$ cat src/rtl/data_mem_arbiter.sv
// data_mem_arbiter: two-port arbiter in front of one single-ported data memory.
// Latency: grant and memory access are combinational; read data is registered (1 cycle).
// Backpressure: a losing port sees gntN=0 and must hold its request until granted.
// Ports: CLK/RST; per port reqN/weN/addrN/wdN/lockN in, gntN/rdN/rvalidN out;
//        mem_A/mem_WE/mem_WD to the memory, mem_RD (combinational read) from it.
// Option: define DMARB_LOCK_EN to build the ARB/LOCK0/LOCK1 grant-lock FSM;
//         without it lock0/lock1 are ignored and arbitration is pure round-robin.
module data_mem_arbiter #(
    parameter int ADDR_W   = 6,
    parameter int DATA_W   = 32,
    parameter int LOCK_MAX = 8
) (
    input  logic              CLK,
    input  logic              RST,
    input  logic              req0,
    input  logic              req1,
    input  logic              we0,
    input  logic              we1,
    input  logic [ADDR_W-1:0] addr0,
    input  logic [ADDR_W-1:0] addr1,
    input  logic [DATA_W-1:0] wd0,
    input  logic [DATA_W-1:0] wd1,
    input  logic              lock0,
    input  logic              lock1,
    output logic              gnt0,
    output logic              gnt1,
    output logic [DATA_W-1:0] rd0,
    output logic [DATA_W-1:0] rd1,
    output logic              rvalid0,
    output logic              rvalid1,
    output logic [ADDR_W-1:0] mem_A,
    output logic              mem_WE,
    output logic [DATA_W-1:0] mem_WD,
    input  logic [DATA_W-1:0] mem_RD
);

    // last_q = 1 means port 1 was granted most recently, so port 0 wins the next tie.
    logic              last_q, last_d;
    logic              g0, g1;
    logic [DATA_W-1:0] rd0_q, rd1_q;
    logic              rvalid0_q, rvalid1_q;

`ifdef DMARB_LOCK_EN
    typedef enum logic [1:0] {ARB, LOCK0, LOCK1} state_t;
    state_t     state_q, state_d;
    logic [7:0] cnt_q, cnt_d;      // consecutive grants to the lock owner
    logic       hold0, hold1;
    logic       cnt_full;
`else
    logic       unused_lock;
    assign unused_lock = lock0 ^ lock1;
`endif

    always_comb begin
        g0 = 1'b0;
        g1 = 1'b0;
        if (req0 && req1) begin
            g0 = last_q;
            g1 = ~last_q;
        end else begin
            g0 = req0;
            g1 = req1;
        end
`ifdef DMARB_LOCK_EN
        state_d  = state_q;
        cnt_d    = cnt_q;
        hold0    = (state_q == LOCK0) && req0;
        hold1    = (state_q == LOCK1) && req1;
        cnt_full = (9'(cnt_q) + 9'd1) >= 9'(LOCK_MAX);
        if (hold0) begin
            g0 = 1'b1;
            g1 = 1'b0;
            if (!lock0 || cnt_full) begin
                state_d = ARB;
                cnt_d   = 8'd0;
            end else begin
                cnt_d = cnt_q + 8'd1;
            end
        end else if (hold1) begin
            g0 = 1'b0;
            g1 = 1'b1;
            if (!lock1 || cnt_full) begin
                state_d = ARB;
                cnt_d   = 8'd0;
            end else begin
                cnt_d = cnt_q + 8'd1;
            end
        end else begin
            // Plain round-robin cycle; an owner that dropped its request lands here
            // too, so the other port is served without a dead cycle. After a
            // LOCK_MAX exit last_q points at the owner, so the other port wins.
            state_d = ARB;
            cnt_d   = 8'd0;
            if (g0 && lock0) begin
                state_d = LOCK0;
                cnt_d   = 8'd1;
            end else if (g1 && lock1) begin
                state_d = LOCK1;
                cnt_d   = 8'd1;
            end
        end
`endif
    end

    // Reset gates the grants combinationally so nothing reaches the memory in reset.
    assign gnt0   = g0 & ~RST;
    assign gnt1   = g1 & ~RST;
    assign last_d = gnt1 ? 1'b1 : (gnt0 ? 1'b0 : last_q);

    always_comb begin
        mem_A  = '0;
        mem_WE = 1'b0;
        mem_WD = '0;
        if (gnt0) begin
            mem_A  = addr0;
            mem_WE = we0;
            mem_WD = wd0;
        end else if (gnt1) begin
            mem_A  = addr1;
            mem_WE = we1;
            mem_WD = wd1;
        end
    end

    always_ff @(posedge CLK or posedge RST) begin
        if (RST) begin
            last_q    <= 1'b1;
            rd0_q     <= '0;
            rd1_q     <= '0;
            rvalid0_q <= 1'b0;
            rvalid1_q <= 1'b0;
        end else begin
            last_q    <= last_d;
            rvalid0_q <= gnt0 && !we0;
            rvalid1_q <= gnt1 && !we1;
            if (gnt0 && !we0) rd0_q <= mem_RD;
            if (gnt1 && !we1) rd1_q <= mem_RD;
        end
    end

`ifdef DMARB_LOCK_EN
    always_ff @(posedge CLK or posedge RST) begin
        if (RST) begin
            state_q <= ARB;
            cnt_q   <= 8'd0;
        end else begin
            state_q <= state_d;
            cnt_q   <= cnt_d;
        end
    end
`endif

    assign rd0     = rd0_q;
    assign rd1     = rd1_q;
    assign rvalid0 = rvalid0_q;
    assign rvalid1 = rvalid1_q;

endmodule

$ cat config.mk
export PLATFORM = sky130hd
export DESIGN_NAME = data_mem_arbiter
export DESIGN_NICKNAME = d
export VERILOG_FILES = /design/src/rtl/data_mem_arbiter.sv
export SDC_FILE = /design/constraint.sdc
export NUM_CORES = 1
export LEC_CHECK = 0
export CAP_MARGIN = 10
export CORE_ASPECT_RATIO = 1.25
export CORE_MARGIN = 5
export CORE_UTILIZATION = 34
export CTS_CLUSTER_SIZE = 20
export DETAILED_ROUTE_END_ITERATION = 12
export PLACE_DENSITY = 0.78
export SLEW_MARGIN = 20
export SYNTH_ARGS = -nofsm -noshare
export SYNTH_HDL_FRONTEND = slang
export SYNTH_SLANG_ARGS = --single-unit
$ cat constraint.sdc
create_clock -name CLK -period 2.04 [get_ports CLK]
set_input_delay 0.204 -clock CLK [delete_from_list [all_inputs] [get_ports CLK]]
set_output_delay 0.204 -clock CLK [all_outputs]
set_load 0.01 [all_outputs]
==> qor.yml, run 1 <==
cts_tree: "yes"
ys_warn_count: 0
vias: 2706
regToRegSetupSlack_ps: 340
drt_wl_total_microns: 10850
hold_viol: 0
syn_avg_cell_area_sq_um: 14.89
p_leak_nw: 2.366
cp_data_arrival_time_ps: 1800
rsz0062_at_grt: "true"
met2_usage_pct: 36.23
grtUsageTotal_pct: 20.48
synth_area_leader_cell: "dfrtp_1"
grt_max_degree: 43
worstPathCellList: "buf_4 -> a21oi_4 -> buf_4 -> a22o_1 -> dlygate4sd2_1"
cp-startpoint: "last_q"
worst_pin_slew_ps: 528.8
fin_crit_sh_pct: 98.37
synth.most_common_cell: "dfrtp_1"
cellPowerDensity_nw_per_um2: 852.2
r2r-start: "last_q"
hold_buffers: 0
die_h_microns: 113.6
firstDrtPassIters: 4
synth_top_area_share_pct: 56.58
worst_slack_ps: 33.22
endpoint: "mem_WD[19]"
hp-class: "in2async"
grt_use_met3_pct: 10.16
gp_congestion: 0.7677
vias_per_cell: 5.030
cts_num_sinks: 67
synth_nets: 312
die_x_microns: 92.88
synthTopCellsByCount: "dfrtp_1 (66), mux2_2 (62), a22o_1 (38)"
yosys-top-cells-area: "dfrtp_1 (57%), mux2_2 (24%), a22o_1 (11%), a211oi_4 (1.4%), buf_6 (1.2%)"
antenna_found_initial: 5
max_freq_ghz: 0.4983
fin_crit_ps: 2007
setup_viol: 0
crit_path_frequent_cell: "buf_4"
num_rows: 37
synth_flop_cell: "dfrtp_1"
dp_hpwl_microns: 8656
path_max_fanout: 11
reg2reg_to: "rd0[20]"
grt_pass1_vias: 2889
synthDistinctLibCells: 18
status: "finished clean"
synth-edff-count: 0
antenna_left: 0
yosysSeqAreaShare_pct: 57.48
slew_viol_final: 0
place_ws_ps: -186.3
start_util_pct: 35.03
drive_gt1_share_pct: 28.41
final.setup_skew_ps: 3.869
maxSlewHeadroom_pct: 64.75
fin_setup_tns_ps: 0
ir_drop_mv: 0.6317
maxCapViolations: 0
core_sq_um: 8333
cts_buffer_depth: 2
synth-seq-cells: 67
netlist_instances: 196
critical-path-slowest-cell: "dfstp_2"
grt_pass1_wl_microns: 16280
fillers: 633
grt-busiest-layer: "met2"
drc_errors: 0
reg2regPathDepth: 4
cts_buffers: 9
nets: 551
met1_usage_pct: 19.97
io_pins: 223
criticalPathCategory: "reg2out"
area_delta_synth_final_pct: 89.54
clk_pin_slew_ps: 70
ctsRootBufferMaster: "clkbuf_8"
clock_latency_ps: 340
crit_path_max_incr_delay_ps: 540
drt_iter0_drc: 61
crit_path_end_kind: "primary output"
syn_area_sq_um: 2919
overflow: 0
io_buffers: 220
wl_per_cell_microns: 20.17
die-area_sq_um: 10550
worstPathRequired_ps: 1840
cts-htree-levels: 3
synthArstFlopShare_pct: 100.0
start_kind: "flip-flop"
worst max-delay path: cells and delay by family (launching register included):
family	cells	cell delay [ps]
buf+inv	3	610
flops	1	540
compound gates	2	310
power breakdown:
part	leakage, nW	internal [mW]	switching, mW	total (mW)
clock network	0.107	0.664	0.464	1.13
registers	0.797	1.66	0.162	1.82
logic	1.46	1.13	0.638	1.77
timing repair:
action	in CTS	in global routing
setup endpoints to repair	41	38
cloned	3	0
setup buffers	1	1
pin swaps	1	1
resized for setup	66	37
per-stage QoR:
| step | hold slack, ps | area [sq um] | utilization, % | std cells | total power [mW] |
|---|---|---|---|---|---|
| finish | 409.6 | 5533 | 66.40 | 538 | 4.715 |
| global route | 439.1 | 5533 | 66.40 | 538 | 4.968 |
| CTS | 403.9 | 5583 | 67.00 | 536 | 4.785 |
| detailed placement | 481.3 | 5303 | 63.63 | 516 | 3.644 |
| global placement | 467.6 | 5303 | 63.63 | 516 | 3.599 |
| floorplan | 338.7 | 2919 | - | 196 | 2.470 |
metal layers:
metal	wire length [microns]	share of wire [%]
met1	3708	34
met4	326	3.0
met3	1242	11
met2	5529	51
met5	42	0.39
registers in the layout, summed over array words and instances, names as in the netlist:
signal	count
rvalid0	1
last_q	1
rvalid1	1
rd0	32
rd1	32
worst min-delay path by stage:
stage | start | endpoint
after CTS | RST | rd0[3]
after global placement | rd0[26] | rd0[26]
after floorplan | mem_RD[26] | rd0[26]
after detailed placement | rd0[26] | rd0[26]
final | RST | rd0[3]
after global routing | RST | rd0[31]
layout by cell type, fill, tap and decap left out, drive strengths merged:
cell | Yosys | routed
a21oi | 2 | 2
inv | 3 | 3
o21ai | 1 | 1
dlygate4sd2 | 0 | 7
a22o | 38 | 38
buf | 9 | 22
bufinv | 0 | 1
bufbuf | 0 | 1
clkdlybuf4s50 | 0 | 178
a211oi | 3 | 3
dfstp | 1 | 1
clkdlybuf4s15 | 0 | 17
clkbuf | 5 | 30
dlymetal6s2s | 0 | 1
mux2 | 64 | 64
clkinv | 0 | 1
nand2b | 2 | 2
diode | 0 | 1
o21ba | 1 | 1
nand2 | 1 | 1
dfrtp | 66 | 66
layout make-up:
| type | count | area (sq um) | share of cell area [%] |
|---|---|---|---|
| sequential | 67 | 1678 | 30.33 |
| multi-input combinational | 112 | 1165 | 21.05 |
| inverter | 3 | 11.26 | 0.2035 |
| antenna | 1 | 2.502 | 0.04523 |
| clock inverter | 2 | 35.03 | 0.6332 |
| clock buffer | 14 | 172.7 | 3.121 |
| timing repair buffer | 242 | 2347 | 42.42 |
| tap | 97 | 121.4 | 2.194 |
cell families (layout without fill, tap and decap cells):
family	after synthesis	count (layout)	share of synthesized area, %
AOI/OAI and AO/OA	45	45	13.89
DFF	67	67	57.48
muxes	64	64	24.69
other	0	1	0
buffers and inverters	17	261	3.386
and+or+nand+nor	3	3	0.5570
Note: power is estimated with default switching activity, not from simulation.
==> run 2, diff against run 1 <==
--- a/config.mk
+++ b/config.mk
@@ -9,9 +9,11 @@
 export CORE_ASPECT_RATIO = 1.25
 export CORE_MARGIN = 5
 export CORE_UTILIZATION = 34
+export CTS_CLUSTER_DIAMETER = 80
 export CTS_CLUSTER_SIZE = 20
 export DETAILED_ROUTE_END_ITERATION = 12
 export PLACE_DENSITY = 0.78
+export SKIP_CTS_REPAIR_TIMING = 1
 export SLEW_MARGIN = 20
 export SYNTH_ARGS = -nofsm -noshare
 export SYNTH_HDL_FRONTEND = slang
==> qor.yml, run 2 (synthesis gave the netlist of run 1 again) <==
status: "complete, but fails checks"
violations: "negative setup slack"
vias_per_cell: 4.979  # -1.0%
cts_buffer_depth: 2  # unchanged
fin_setup_tns_ps: -1068  # -1068 ps
cp_data_arrival_time_ps: 2030  # +230 ps
setup_viol: 6  # +6
p_leak_nw: 2.795  # +18%
criticalPathCategory: "reg2out"
register_area_sq_um: 1678  # unchanged
fin_util_pct: 67.64  # +1.2 points
clk_pin_slew_ps: 70  # about the same
rsz0062_at_grt: "true"
firstDrtPassIters: 4  # unchanged
path_max_fanout: 17  # +6
stdcell_area_sq_um: 5637  # +1.9%
cts_num_sinks: 67  # unchanged
nets: 547  # -0.73%
die_h_microns: 113.6  # unchanged
dpl_cell_area_sq_um: 5303  # unchanged
grtUsageTotal_pct: 19.85  # -0.63 points
place_ws_ps: -186.3  # unchanged
vias: 2659  # -1.7%
area_delta_synth_final_pct: 93.10
wl_per_cell_microns: 20.03  # -0.70%
final.setup_skew_ps: 3.974  # +0.1044 ps
drive_gt1_share_pct: 23.39  # -5.0 points
die_x_microns: 92.88  # unchanged
crit_path_end_kind: "primary output"
placed_cells: 516  # unchanged
hold_ws_ps: 415.6  # +6.042 ps
final_cell_mix: "clkdlybuf4s50_1 (185), dfrtp_1 (66), mux2_2 (62)"
swShare_pct: 26.58  # -0.23 points
worst_slack_ps: -195.1  # -228.3 ps
max_freq_ghz: 0.4474  # -10%
drc_errors: 0  # unchanged
antenna_found_initial: 5  # unchanged
fillers: 612  # -3.3%
switchingPower_mw: 1.254  # -0.80%
power_mw: 4.718  # about the same
num_rows: 37  # unchanged
cts_tree: "yes"
clockPowerShare_pct: 23.9  # about the same
start_kind: "flip-flop"
io_buffers: 220  # unchanged
hold_viol: 0  # unchanged
ctsRootBufferMaster: "clkbuf_8"
final_common_cell: "clkdlybuf4s50_1"
grt_pass1_vias: 2829  # -2.1%
drt_iter0_drc: 67  # +9.8%
maxSlewHeadroom_pct: 64.90  # +0.15 points
dp_hpwl_microns: 8656  # unchanged
hp-class: "in2async"
antenna_left: 0  # unchanged
worst_pin_slew_ps: 526.5  # -2.222 ps
ir_drop_mv: 0.6317  # about the same
slew_viol_final: 0  # unchanged
cellPowerDensity_nw_per_um2: 837.0  # -1.8%
cts-htree-levels: 3  # unchanged
maxCapViolations: 0  # unchanged
grt_pass1_wl_microns: 15750  # -3.3%
grt_max_degree: 43  # unchanged
worstPathRequired_ps: 1840  # about the same
fin_crit_sh_pct: 109.6  # +11 points
core_sq_um: 8333  # unchanged
cts_buffers: 9  # unchanged
die-area_sq_um: 10550  # unchanged
drt_wl_total_microns: 10690  # -1.4%
clock_latency_ps: 340  # about the same
overflow: 0  # unchanged
instances_no_fill: 534  # -0.74%
comb_power_share_pct: 37.5  # about the same
io_pins: 223  # unchanged
start_util_pct: 35.03  # unchanged
gp_congestion: 0.7677  # unchanged
p_seq_share_pct: 38.6  # about the same
internal-power_mw: 3.464  # +0.38%
fin_crit_ps: 2235  # +228.3 ps
multiInputGateArea_sq_um: 1157  # -0.64%
## run 2: cell count changes in the layout (fill, tap and decap cells not counted), moves of 2 or more
| cell | delta |
|---|---|
| dlymetal6s2s_1 | +34 |
| clkdlybuf4s15_1 | -15 |
| dlygate4sd2_1 | -7 |
| clkdlybuf4s50_1 | +7 |
| clkdlybuf4s15_2 | -2 |
| buf_6 | -2 |
| clkbuf_2 | -16 |
## run 2: area by class of cell
cell class / count / area share (%)
flip-flops and latches: 67 / 29.77
multi-input cells: 112 / 20.53
clock inverters: 2 / 0.6215
well taps: 97 / 2.153
repair buffers: 238 / 43.62
diodes: 1 / 0.04440
inverters: 3 / 0.1998
clock buffers: 14 / 3.063
## run 2: path summary, 6_finish.rpt
path	slack, ps	startpoint	depth (start not counted)	to
max reg2reg	340	last_q	4	rd0[18]
min reg2reg	500	rd0[26]	1	rd0[26]
min	420	RST	4	rd0[3]
max in group asynchronous	1170	RST	4	rd0[8]
max	-200	last_q	5	mem_WD[5]
min in group CLK	490	mem_RD[25]	2	rd0[25]
## run 2: power by group through the flow
| stage | clock network, mW | logic, mW | registers [mW] |
|---|---|---|---|
| after detailed placement | 0 | 1.79 | 1.85 |
| after floorplan | 0 | 0.472 | 2.00 |
| after CTS | 1.16 | 1.80 | 1.83 |
| after global placement | 0 | 1.77 | 1.83 |
| final | 1.13 | 1.77 | 1.82 |
| after global routing | 1.22 | 1.88 | 1.87 |
## run 2: worst max-delay path, stage by stage, from the launching register on
cell             delay [ps]
dfstp_2                 540
buf_4                   140
a21oi_2                  70
buf_4                   190
a22o_1                  230
clkdlybuf4s50_1         500
## run 2: routing by layer
layer / up-vias / wire (microns) / track usage (%)
li1: 1202 / - / -
met1: 1284 / 3687 / 19.75
met2: 140 / 5430 / 34.31
met3: 25 / 1240 / 9.894
met4: 8 / 294 / 9.384
met5: - / 42 / 0
==> RTL edit 1 (flow settings as in run 1) <==
`ADDR_W`: 6 -> 8.
--- a/src/rtl/data_mem_arbiter.sv
+++ b/src/rtl/data_mem_arbiter.sv
@@ -6,7 +6,7 @@
 // Option: define DMARB_LOCK_EN to build the ARB/LOCK0/LOCK1 grant-lock FSM;
 //         without it lock0/lock1 are ignored and arbitration is pure round-robin.
 module data_mem_arbiter #(
-    parameter int ADDR_W   = 6,
+    parameter int ADDR_W   = 8,
     parameter int DATA_W   = 32,
     parameter int LOCK_MAX = 8
 ) (
Interface: changed (resized addr0, addr1 and mem_A); port bits go from 223 to 229. The function was not compared with the original's and may differ.
==> RTL edit 1 against run 1 <==
  * Sequential cell count unchanged
  * Fmax rose by 0.24%
  * Critical path depth is the same
  * Sequential share of layout area is 0.60 points lower
  * Setup slack gained 0.0047 ns
  * Synthesized area grew 0.77%
  * Wire length about the same
  * Total power is essentially flat
  * Design area increased by 2.0%
  * Critical path type unchanged
  * Largest cell class unchanged
  * Highest routed layer unchanged
==> RTL edit 1: results (changes against run 1) <==
yosys.cell_types.count: 19  # +1
r2r_end: "rd0[18]"
ctsResizeCount: 45  # -32%
grt_first_pass_wirelength_mm: 16.3  # +0.21%
routed_wl_mm: 10.8  # about the same
tightest_slew_ns: 0.362  # -0.166 ns
synth_nets: 318  # +1.9%
nNonClkBuffers: 244  # +0.83%
met3_usage_pct: 9.04  # -1.1 points
syn_avg_cell_area_sq_um: 14.9  # -0.25%
dp_slack_ns: -0.139  # +0.0469 ns
hold_ws_ns: 0.405  # -0.00490 ns
multi_input_area_share_pct: 21.0  # -0.065 points
globalRouteTotalUtil_pct: 20.4  # -0.053 points
max-vdd-ir-drop_uv: 634  # +0.38%
io_buffer_count: 226  # +2.7%
vias: 2695  # -0.41%
firstDrtPassIters: 3  # -1
wl_met1_mm: 3.92  # +5.7%
fin_util_pct: 66.0  # -0.43 points
gp_congestion: 0.824  # +7.4%
power.leakage_nw: 2.44  # +2.9%
clkbuf_count: 13  # -1
skew_ns: 0.00795  # +0.00408 ns
routedWlPerCell_um: 20.0  # -0.95%
buf_share_pct: 43.4  # +1.0 points
post_cts_buffers: 2  # +1
syn2layout_area_growth_pct: 91.9
status: "finished clean"
grt_max_degree: 68  # +58%
nets: 559  # +1.5%
dr_wl_met3_mm: 1.22  # -1.4%
==> RTL edit 1: cell types whose count changed in the layout (fill, tap and decap cells not counted), moves of 2 or more <==
cell / run 1 / this run
a22o_1: 38 / 40
buf_12: 1 / 7
buf_4: 16 / 10
buf_6: 3 / 0
clkbuf_2: 16 / 4
clkdlybuf4s15_1: 15 / 10
clkdlybuf4s15_2: 2 / 0
clkdlybuf4s50_1: 178 / 183
dlygate4sd2_1: 7 / 28
==> RTL edit 1: power by group through the flow <==
stage          Combinational (W)  Clock [W]  Sequential (W)
5_1_grt                  0.00191    0.00119         0.00188
3_5_place_dp             0.00184          0         0.00185
6_report                 0.00180    0.00110         0.00183
4_1_cts                  0.00182    0.00113         0.00183
3_3_place_gp             0.00181          0         0.00183
2_1_floorplan           0.000479          0         0.00200
==> RTL edit 1: kinds of logic after synthesis <==
family	synth area share (%)
mux	24.5
buf+inv	3.40
flops	57.0
compound gates	14.5
simple gates	0.553
==> RTL edit 2 (settings of run 1) <==
Without the edit above. Build with the macro `DMARB_LOCK_EN` defined.
--- a/src/rtl/data_mem_arbiter.sv
+++ b/src/rtl/data_mem_arbiter.sv
@@ -5,6 +5,8 @@
 //        mem_A/mem_WE/mem_WD to the memory, mem_RD (combinational read) from it.
 // Option: define DMARB_LOCK_EN to build the ARB/LOCK0/LOCK1 grant-lock FSM;
 //         without it lock0/lock1 are ignored and arbitration is pure round-robin.
+`define DMARB_LOCK_EN
+
 module data_mem_arbiter #(
     parameter int ADDR_W   = 6,
     parameter int DATA_W   = 32,
Function: changed (a bounded check fails within 4 cycles, from zero or initial values and one cycle with RST high).
==> RTL edit 2 against run 1 <==
  * The run now ends with negative setup slack left
  * Total power grew 30%
  * Wire length grew 21%
  * Synthesized area grew 19%
  * Sequential cell count grew 10
  * Setup slack lost 0.17 ns
  * Design area grew 21%
  * Die area grew 17%
  * Global-route usage grew 0.40 points
==> RTL edit 2: results (changes against run 1) <==
routedWlPerCell_um: 20.5  # +1.7%
dpl_cell_area_sq_um: 6000  # +13%
grt_max_degree: 78  # +81%
seq_area_frac_synth_pct: 55.6  # -1.9 points
grt_antenna_before_repair: 5  # unchanged
num-fill-cells: 755  # +19%
status: "complete, but fails checks"
max_stage_delay_ns: 0.42  # -0.12 ns
skew_ns: 0.00755  # +0.00368 ns
drt-vias-per-instance: 4.90  # -2.7%
worstPathArrival_ns: 1.97  # +0.17 ns
rrSetupSlack_ns: 0.05  # -0.29 ns
dr.first_iter.drc_count: 90  # +48%
crit_path_end: "mem_WD[3]"
path_clk_slew_ns: 0.05  # -0.02 ns
slowest_stage: "a221oi_4"
place_hpwl_mm: 9.73  # +12%
synth_area_leaders: "dfrtp_1 (55%), mux2_4 (13%), mux2_1 (11%), a22o_1 (9.8%), buf_6 (1.9%)"
startpoint: "state_q[1]"
power.leakage_nw: 3.17  # +34%
yosys.cell_types.count: 28  # +10
grt_first_pass_wirelength_mm: 19.2  # +18%
clockRootBuffer: "clkbuf_16"
violations: "negative setup slack"
globalRouteTotalUtil_pct: 20.9  # +0.40 points
insertion_delay_ns: 0.32  # -0.02 ns
r2r.worst_path.cells: 8  # +4
fin_ws_ns: -0.134  # -0.167 ns
max-vdd-ir-drop_uv: 373  # -41%
grt_pass1_vias: 3494  # +21%
io_buffer_count: 222  # +0.91%
hold_ws_ns: 0.378  # -0.0318 ns
critPathMaxFanout: 3  # -8
drive_above_1_share_pct: 33.8  # +5.4 points
yosys-top-cells-count: "dfrtp_1 (76), a22o_1 (39), mux2_1 (35), mux2_4 (29), clkbuf_1 (8)"
nets: 622  # +13%
gp_congestion: 0.842  # +9.7%
r2r_end: "rd1[16]"
setup_viol: 39  # +39
==> RTL edit 2: through the flow <==
step | setup slack (ns) | setup TNS [ns] | cells
after global routing | -0.201 | -5.21 | 640
after global placement | -0.293 | -14.91 | 591
final | -0.134 | -2.08 | 640
after floorplan | 0.301 | 0 | 240
after CTS | -0.157 | -3.48 | 634
after detailed placement | -0.334 | -17.16 | 591
==> RTL edit 2: per-layer routing <==
layer / wire (um) / GRT usage, %
met1: 4980 / 22.7
met2: 6530 / 34.7
met3: 1250 / 9.03
met4: 349 / 10.4
met5: 21 / 0
==> RTL edit 2: worst max-delay path: cells and delay by family, from the launching register on <==
| kind | cells | cell delay, ns |
|---|---|---|
| buf+inv | 5 | 0.64 |
| compound gates | 2 | 0.58 |
| flops | 1 | 0.39 |
| simple gates | 1 | 0.05 |
==> RTL edit 2: cell type report <==
type	instances	area [sq um]	area share [%]
timing repair buffer	269	2650	39.5
sequential	77	1930	28.8
clock buffer	11	253	3.77
clock inverter	5	82.6	1.23
tap	129	161	2.41
inverter	5	22.5	0.336
multi-input combinational	142	1600	23.9
antenna	2	5.00	0.0746
==> RTL edit 2: report_power, final <==
group	total (W)	switching, W	internal [W]
sequential	0.00213	0.000218	0.00191
clock	0.00173	0.000587	0.00114
combinational	0.00227	0.000768	0.00150
==> RTL edit 2: cell families after synthesis <==
group	Yosys count	share of synthesized area [%]
buffers and inverters	21	3.64
flip-flops	77	55.6
other	1	0.108
XOR/XNOR	1	0.252
AND/OR/NAND/NOR	20	3.17
multiplexers	65	24.2
adder cells (fa/ha/maj)	2	0.721
AO/OA/AOI/OAI	49	12.3
==> RTL edit 2: timing repair <==
action                                 4_1_cts  5_1_grt
setup endpoints to repair                   41      104
pin swaps                                   26       11
setup buffers                               21        8
gates resized for setup                    186       45
cloned                                       6        0
endpoints found under the hold margin        0        0
